===== src/rtl/vga_text_console_master.sv =====
// Avalon-MM master that prints a valid/ready character stream into the VGA text VRAM
// (two characters per 32-bit word), tracking an 80x30 cursor and supporting full-screen clear.
module vga_text_console_master #(
    parameter int COLS      = 80,
    parameter int ROWS      = 30,
    parameter int ADDR_W    = 12,
    parameter int BASE_ADDR = 0
) (
    input  logic              CLK,
    input  logic              RESET_N,
    input  logic              CHAR_VALID,
    output logic              CHAR_READY,
    input  logic [7:0]        CHAR_CODE,
    input  logic [7:0]        CHAR_ATTR,
    input  logic              CLEAR_REQ,
    input  logic [7:0]        CLEAR_ATTR,
    output logic              BUSY,
    output logic [6:0]        CURSOR_COL,
    output logic [4:0]        CURSOR_ROW,
    output logic [ADDR_W-1:0] AVM_ADDR,
    output logic              AVM_WRITE,
    output logic [3:0]        AVM_BYTE_EN,
    output logic [31:0]       AVM_WRITEDATA,
    input  logic              AVM_WAITREQUEST
);

    localparam int CLR_WORDS = COLS * ROWS / 2;
    localparam int CNT_W     = $clog2(CLR_WORDS);

    typedef enum logic [1:0] {
        ST_IDLE  = 2'd0,
        ST_WRITE = 2'd1,
        ST_CLEAR = 2'd2
    } state_t;

    state_t              state_q, state_d;
    logic [6:0]          col_q, col_d;
    logic [4:0]          row_q, row_d;
    logic                clear_pend_q, clear_pend_d;
    logic [7:0]          clr_attr_q, clr_attr_d;
    logic [CNT_W-1:0]    cnt_q, cnt_d;
    logic [ADDR_W-1:0]   addr_q, addr_d;
    logic                write_q, write_d;
    logic [3:0]          be_q, be_d;
    logic [31:0]         data_q, data_d;

    logic                ready_s;
    logic                accept_s;
    logic [7:0]          clr_attr_sel_s;
    logic [11:0]         idx_s;
    logic [4:0]          row_inc_s;
    logic [CNT_W-1:0]    cnt_inc_s;

    // Next-state, cursor and Avalon request computation.
    always_comb begin
        state_d      = state_q;
        col_d        = col_q;
        row_d        = row_q;
        clear_pend_d = clear_pend_q;
        clr_attr_d   = clr_attr_q;
        cnt_d        = cnt_q;
        addr_d       = addr_q;
        write_d      = write_q;
        be_d         = be_q;
        data_d       = data_q;

        ready_s        = RESET_N & (state_q == ST_IDLE) & ~clear_pend_q & ~CLEAR_REQ;
        accept_s       = CHAR_VALID & ready_s;
        clr_attr_sel_s = CLEAR_REQ ? CLEAR_ATTR : clr_attr_q;
        idx_s          = 12'(row_q) * 12'(COLS) + 12'(col_q);
        row_inc_s      = (row_q == 5'(ROWS - 1)) ? 5'd0 : row_q + 5'd1;
        cnt_inc_s      = cnt_q + CNT_W'(1);

        case (state_q)
            ST_IDLE: begin
                // A fresh or pending clear always wins over the character stream.
                if (CLEAR_REQ || clear_pend_q) begin
                    state_d    = ST_CLEAR;
                    clr_attr_d = clr_attr_sel_s;
                    cnt_d      = '0;
                    write_d    = 1'b1;
                    addr_d     = ADDR_W'(BASE_ADDR);
                    be_d       = 4'b1111;
                    data_d     = {8'h20, clr_attr_sel_s, 8'h20, clr_attr_sel_s};
                end else if (accept_s) begin
                    case (CHAR_CODE)
                        8'h0A: begin
                            col_d = 7'd0;
                            row_d = row_inc_s;
                        end
                        8'h0D: begin
                            col_d = 7'd0;
                        end
                        8'h08: begin
                            if (col_q != 7'd0) begin
                                col_d = col_q - 7'd1;
                            end else begin
                                col_d = col_q;
                            end
                        end
                        default: begin
                            state_d = ST_WRITE;
                            write_d = 1'b1;
                            addr_d  = ADDR_W'(BASE_ADDR) + ADDR_W'(idx_s[11:1]);
                            if (col_q[0]) begin
                                be_d   = 4'b1100;
                                data_d = {CHAR_CODE, CHAR_ATTR, 16'h0000};
                            end else begin
                                be_d   = 4'b0011;
                                data_d = {16'h0000, CHAR_CODE, CHAR_ATTR};
                            end
                        end
                    endcase
                end else begin
                    state_d = ST_IDLE;
                end
            end

            ST_WRITE: begin
                if (CLEAR_REQ) begin
                    clear_pend_d = 1'b1;
                    clr_attr_d   = CLEAR_ATTR;
                end else begin
                    clear_pend_d = clear_pend_q;
                end
                if (!AVM_WAITREQUEST) begin
                    state_d = ST_IDLE;
                    write_d = 1'b0;
                    if (col_q == 7'(COLS - 1)) begin
                        col_d = 7'd0;
                        row_d = row_inc_s;
                    end else begin
                        col_d = col_q + 7'd1;
                    end
                end else begin
                    state_d = ST_WRITE;
                end
            end

            ST_CLEAR: begin
                // Data word is constant for the whole clear; only the address walks.
                if (!AVM_WAITREQUEST) begin
                    if (cnt_q == CNT_W'(CLR_WORDS - 1)) begin
                        state_d      = ST_IDLE;
                        write_d      = 1'b0;
                        col_d        = 7'd0;
                        row_d        = 5'd0;
                        clear_pend_d = 1'b0;
                    end else begin
                        cnt_d  = cnt_inc_s;
                        addr_d = ADDR_W'(BASE_ADDR) + ADDR_W'(cnt_inc_s);
                    end
                end else begin
                    state_d = ST_CLEAR;
                end
            end

            default: begin
                state_d = ST_IDLE;
                write_d = 1'b0;
            end
        endcase
    end

    // State and output registers; reset aborts any transfer in flight.
    always_ff @(posedge CLK or negedge RESET_N) begin
        if (!RESET_N) begin
            state_q      <= ST_IDLE;
            col_q        <= 7'd0;
            row_q        <= 5'd0;
            clear_pend_q <= 1'b0;
            clr_attr_q   <= 8'h00;
            cnt_q        <= '0;
            addr_q       <= '0;
            write_q      <= 1'b0;
            be_q         <= 4'b0000;
            data_q       <= 32'h0000_0000;
        end else begin
            state_q      <= state_d;
            col_q        <= col_d;
            row_q        <= row_d;
            clear_pend_q <= clear_pend_d;
            clr_attr_q   <= clr_attr_d;
            cnt_q        <= cnt_d;
            addr_q       <= addr_d;
            write_q      <= write_d;
            be_q         <= be_d;
            data_q       <= data_d;
        end
    end

    assign CHAR_READY    = ready_s;
    assign BUSY          = (state_q != ST_IDLE) | clear_pend_q;
    assign CURSOR_COL    = col_q;
    assign CURSOR_ROW    = row_q;
    assign AVM_ADDR      = addr_q;
    assign AVM_WRITE     = write_q;
    assign AVM_BYTE_EN   = be_q;
    assign AVM_WRITEDATA = data_q;

endmodule


===== config.mk =====
export PLATFORM = sky130hd
export DESIGN_NAME = vga_text_console_master
export DESIGN_NICKNAME = d
export VERILOG_FILES = /design/src/rtl/vga_text_console_master.sv
export SDC_FILE = /design/constraint.sdc
export NUM_CORES = 1
export LEC_CHECK = 0
export ABC_CLOCK_PERIOD_IN_PS = 2100
export BUFFER_PORTS_ARGS = -buffer_cell sky130_fd_sc_hd__buf_2
export CAP_MARGIN = 5
export CORE_ASPECT_RATIO = 1.4
export CORE_MARGIN = 2
export CORE_UTILIZATION = 50
export DETAILED_ROUTE_END_ITERATION = 8
export PLACE_DENSITY_LB_ADDON = 0.15
export SLEW_MARGIN = 20
export SYNTH_ARGS = -nofsm -noshare
export SYNTH_HDL_FRONTEND = slang
export SYNTH_SLANG_ARGS = --single-unit

===== constraint.sdc =====
create_clock -name CLK -period 2.1 [get_ports CLK]
set_input_delay 0.42 -clock CLK [delete_from_list [all_inputs] [get_ports CLK]]
set_output_delay 0.42 -clock CLK [all_outputs]
set_load 0.02 [all_outputs]

==> summary.md <==
| Metric | Value |
|---|---|
| Status | finished, violations left |
| Failing checks | negative setup slack |
| Top cells by area in the synthesized netlist | dfrtp_1 (44%), ha_1 (5.2%), nand2_1 (4.9%), o21ai_0 (4.8%), mux2_2 (2.7%) |
| Die width | about 85 um |
| Clk buf depth | 2 |
| Setup tns final | -0.0559 ns |
| Max-slew violations | 0 |
| Worst-margin pin slew | a little under 0.9 ns |
| Core footprint | 8980 sq um |
| Largest net degree at the start of global routing | 70 |
| DRT Wirelength | about 12 mm |
| Worst-skew pair later-pin latency | ~0.34 ns |
| Routed len/inst | 16.4 um |
| Max rail drop VDD | approximately 1.1 mV |
| Reg2reg setup slack | -0.03 ns |
| Tcrit/Tclk final | 1.01 |
| DRT iter0 DRCs | approximately 270 |
| Final Util | 0.690 |
| Global-route wire length before repair | between 15 and 20 mm |
| Highest achievable clock rate | around 470 MHz |
| Starting Density | 0.510 |
| CTS Buf Count | 9 |
| Async SR Flop Fraction | 1.00 |
| Worst Path Arrival | 2.34 ns |
| Grt ovf | 0 |
| CP startpoint | state_q[1] |
| Overall Power | between 7 and 8 mW |
| Startpoint types | flop |
| Synthesis warning total | 0 |
| FP Rows | 41 |
| Final setup vio count | 3 |
| Worst setup path class | flop to flop |
| Final Hold Fails | 0 |
| Avg Synthesized Cell Area | around 9.5 sq um |
| Req. time, crit path | 2.31 ns |
| DP HPWL | about 9 mm |
| Detailed-route via count | ~4200 |
| Die ar. | around 9900 sq um |
| NumNets Final | 681 |
| Leakage | just under 3 nW |
| # H-tree levels | 3 |
| Crit Path Max Fanout | 5 |
| Global Route Usage Sum | 0.250 |
| Hold crit path type | input port to async pin |
| Most common flop cell mapped by yosys | dfrtp_1 |
| 1st-pass router iterations | 4 |
| Layout cell share with drive strength beyond 1 | 0.417 |
| Max Cap Violations | 0 |
| Vias per std cell | 5.69 |
| Post-synth top area cell | dfrtp_1 |
| GPL Wtd Cong | between 0.9 and 1 |
| Mapped Cells | approximately 480 |
| Clk sinks | 80 |
| Reg-to-Reg End | CURSOR_COL[1] |
| Placed cells | 719 |
| Setup WS post-layout | -0.0274 ns |
| Sequential-to-total area share from yosys stat | 0.437 |
| Post-synth EDFFs | 0 |
| Buffers on Ports | 90 |
| CTS Root Cell | clkbuf_16 |
| Final std cells w/o fill | around 740 |
| I/O pin total | ~90 |
| Setup crit end | CURSOR_COL[1] |
| Post-route ant nets | 0 |
| Headroom to the max-slew limit | 0.413 |
| Layout area overhead | 35.4% |
| Top-area cell type share of the netlist area | 0.437 |
| Vias in the first global route | between 4000 and 5000 |
| Min Tclk post-route | 2.13 ns |
| Worst Skew | between 0.007 and 0.008 ns |
| Power Density | about 1300 nW/um^2 |
| Mapped Area | 4580 sq um |
| Worst-path clk slew | 0.06 ns |
| Antenna diode count | 0 |
| DRC Markers | 0 |
| Critical Path End Type | flop |
| Antenna violations before repair | 0 |
| Synth Register Bits | 80 |
| Reg2Reg Depth | 11 |
| Syn nets | between 500 and 600 |
| FF-to-FF Start | state_q[1] |
| RSZ-0062 raised after global routing | yes |
| TritonCTS clock tree | done |
| Die Y | between 100 and 150 um |
| Netlist cell types | between 60 and 70 |
what timing repair did:
action,CTS,global route
pin swaps,16,16
endpoints found under the hold margin,0,0
setup buffers,4,4
gates resized for setup,18,42
endpoints found under the setup margin,33,42
hold buffers,0,0
flip-flops by register name, summed over array words and instances (netlist names):
register       cells
AVM_ADDR          11
CURSOR_ROW         5
clear_pend_q       1
state_q            2
AVM_WRITEDATA     32
cnt_q             11
CURSOR_COL         7
AVM_BYTE_EN        2
AVM_WRITE          1
clr_attr_q         8
kinds of logic (layout without fill, tap and decap cells):
family | count (synthesis) | count (layout) | share of synthesized area
adders and majority gates | 21 | 21 | 0.0607
muxes | 13 | 13 | 0.0342
buffers and inverters | 45 | 198 | 0.0440
AOI/OAI and AO/OA | 144 | 144 | 0.212
xor gates and xnor gates | 11 | 11 | 0.0210
other | 1 | 1 | 0.000819
DFF | 80 | 80 | 0.437
and+or+nand+nor | 168 | 168 | 0.190
worst max-delay path: stages (launching register included):
cell and delay (ns):
dfrtp_1 0.36, inv_2 0.06, buf_6 0.12, ha_4 0.15, nand2_2 0.06, or2b_1 0.28
a2111oi_4 0.32, buf_4 0.19, nand2_4 0.07, buf_6 0.13, a211oi_2 0.20, a21oi_1 0.06
how the worst min path moves through the flow:
stage                    endpoint  slack [ns]  cells past startpoint     from
finish              clr_attr_q[1]        0.08                      2  RESET_N
global placement     clear_pend_q        0.43                      2  RESET_N
detailed placement  clr_attr_q[1]        0.42                      2  RESET_N
global route        clr_attr_q[1]        0.09                      2  RESET_N
floorplan             AVM_ADDR[0]        0.12                      0  RESET_N
CTS                 clr_attr_q[1]        0.06                      2  RESET_N
cells in the mapped netlist, types with 10 or more instances:
cell type,n
dfrtp_1,80
nand2_1,60
o21ai_0,44
nor2_1,30
a21oi_1,23
ha_1,19
clkbuf_1,17
inv_1,14
nor2b_1,12
a22o_1,11
mux2_2,11
a22oi_1,10
nand3_1,10
o31ai_1,10
report_power, final:
part / leakage, nW / switching [mW] / internal [mW] / total (mW)
registers: 1.02 / 0.298 / 2.04 / 2.33
logic: 1.76 / 2.33 / 1.83 / 4.16
clock network: 0.135 / 0.624 / 0.866 / 1.49
total: 2.92 / 3.25 / 4.73 / 7.98
through the flow:
| step | area, sq um | hold WS (ns) | setup slack (ns) |
|---|---|---|---|
| 5_1_grt | 6200 | 0.0881 | -0.127 |
| 4_1_cts | 6000 | 0.0622 | -0.0116 |
| 2_1_floorplan | 4640 | 0.124 | -0.0188 |
| 3_3_place_gp | 5630 | 0.428 | -0.0327 |
| 6_report | 6200 | 0.0774 | -0.0274 |
| 3_5_place_dp | 5630 | 0.422 | -0.123 |
cell type report:
class / instances / area, sq um
fillers: 725 / 2780
repair buffers: 168 / 1070
inverters: 14 / 52.6
well taps: 107 / 134
multi-input cells: 358 / 2650
clock buffers: 12 / 256
flip-flops and latches: 80 / 2010
clock inverters: 4 / 28.8
cell usage in the layout, fill, tap and decap left out, types with 5 or more instances in the layout:
cell	count
buf_2	88
dfrtp_1	75
buf_4	74
nand2_1	58
o21ai_0	34
nor2_1	28
a21oi_1	22
ha_1	13
inv_1	11
nor2b_1	11
a22o_1	11
mux2_2	11
a22oi_1	10
o31ai_2	10
nand3_1	9
clkbuf_16	9
a31oi_1	8
nand2b_1	7
or2_2	7
a21boi_0	7
a221o_1	6
nand4_1	6
xnor2_1	6
dfrtp_2	5
o21ai_2	5
o21ai_1	5
buf_6	5
per-layer routing:
| layer | track usage | vias up | wire length (um) |
|---|---|---|---|
| met5 | 0 | - | 0 |
| met4 | 0.113 | 0 | 374 |
| met3 | 0.0435 | 24 | 497 |
| met2 | 0.446 | 103 | 6560 |
| met1 | 0.295 | 2066 | 4750 |
| li1 | - | 2034 | - |
Note: power is estimated with default switching activity, not from simulation.
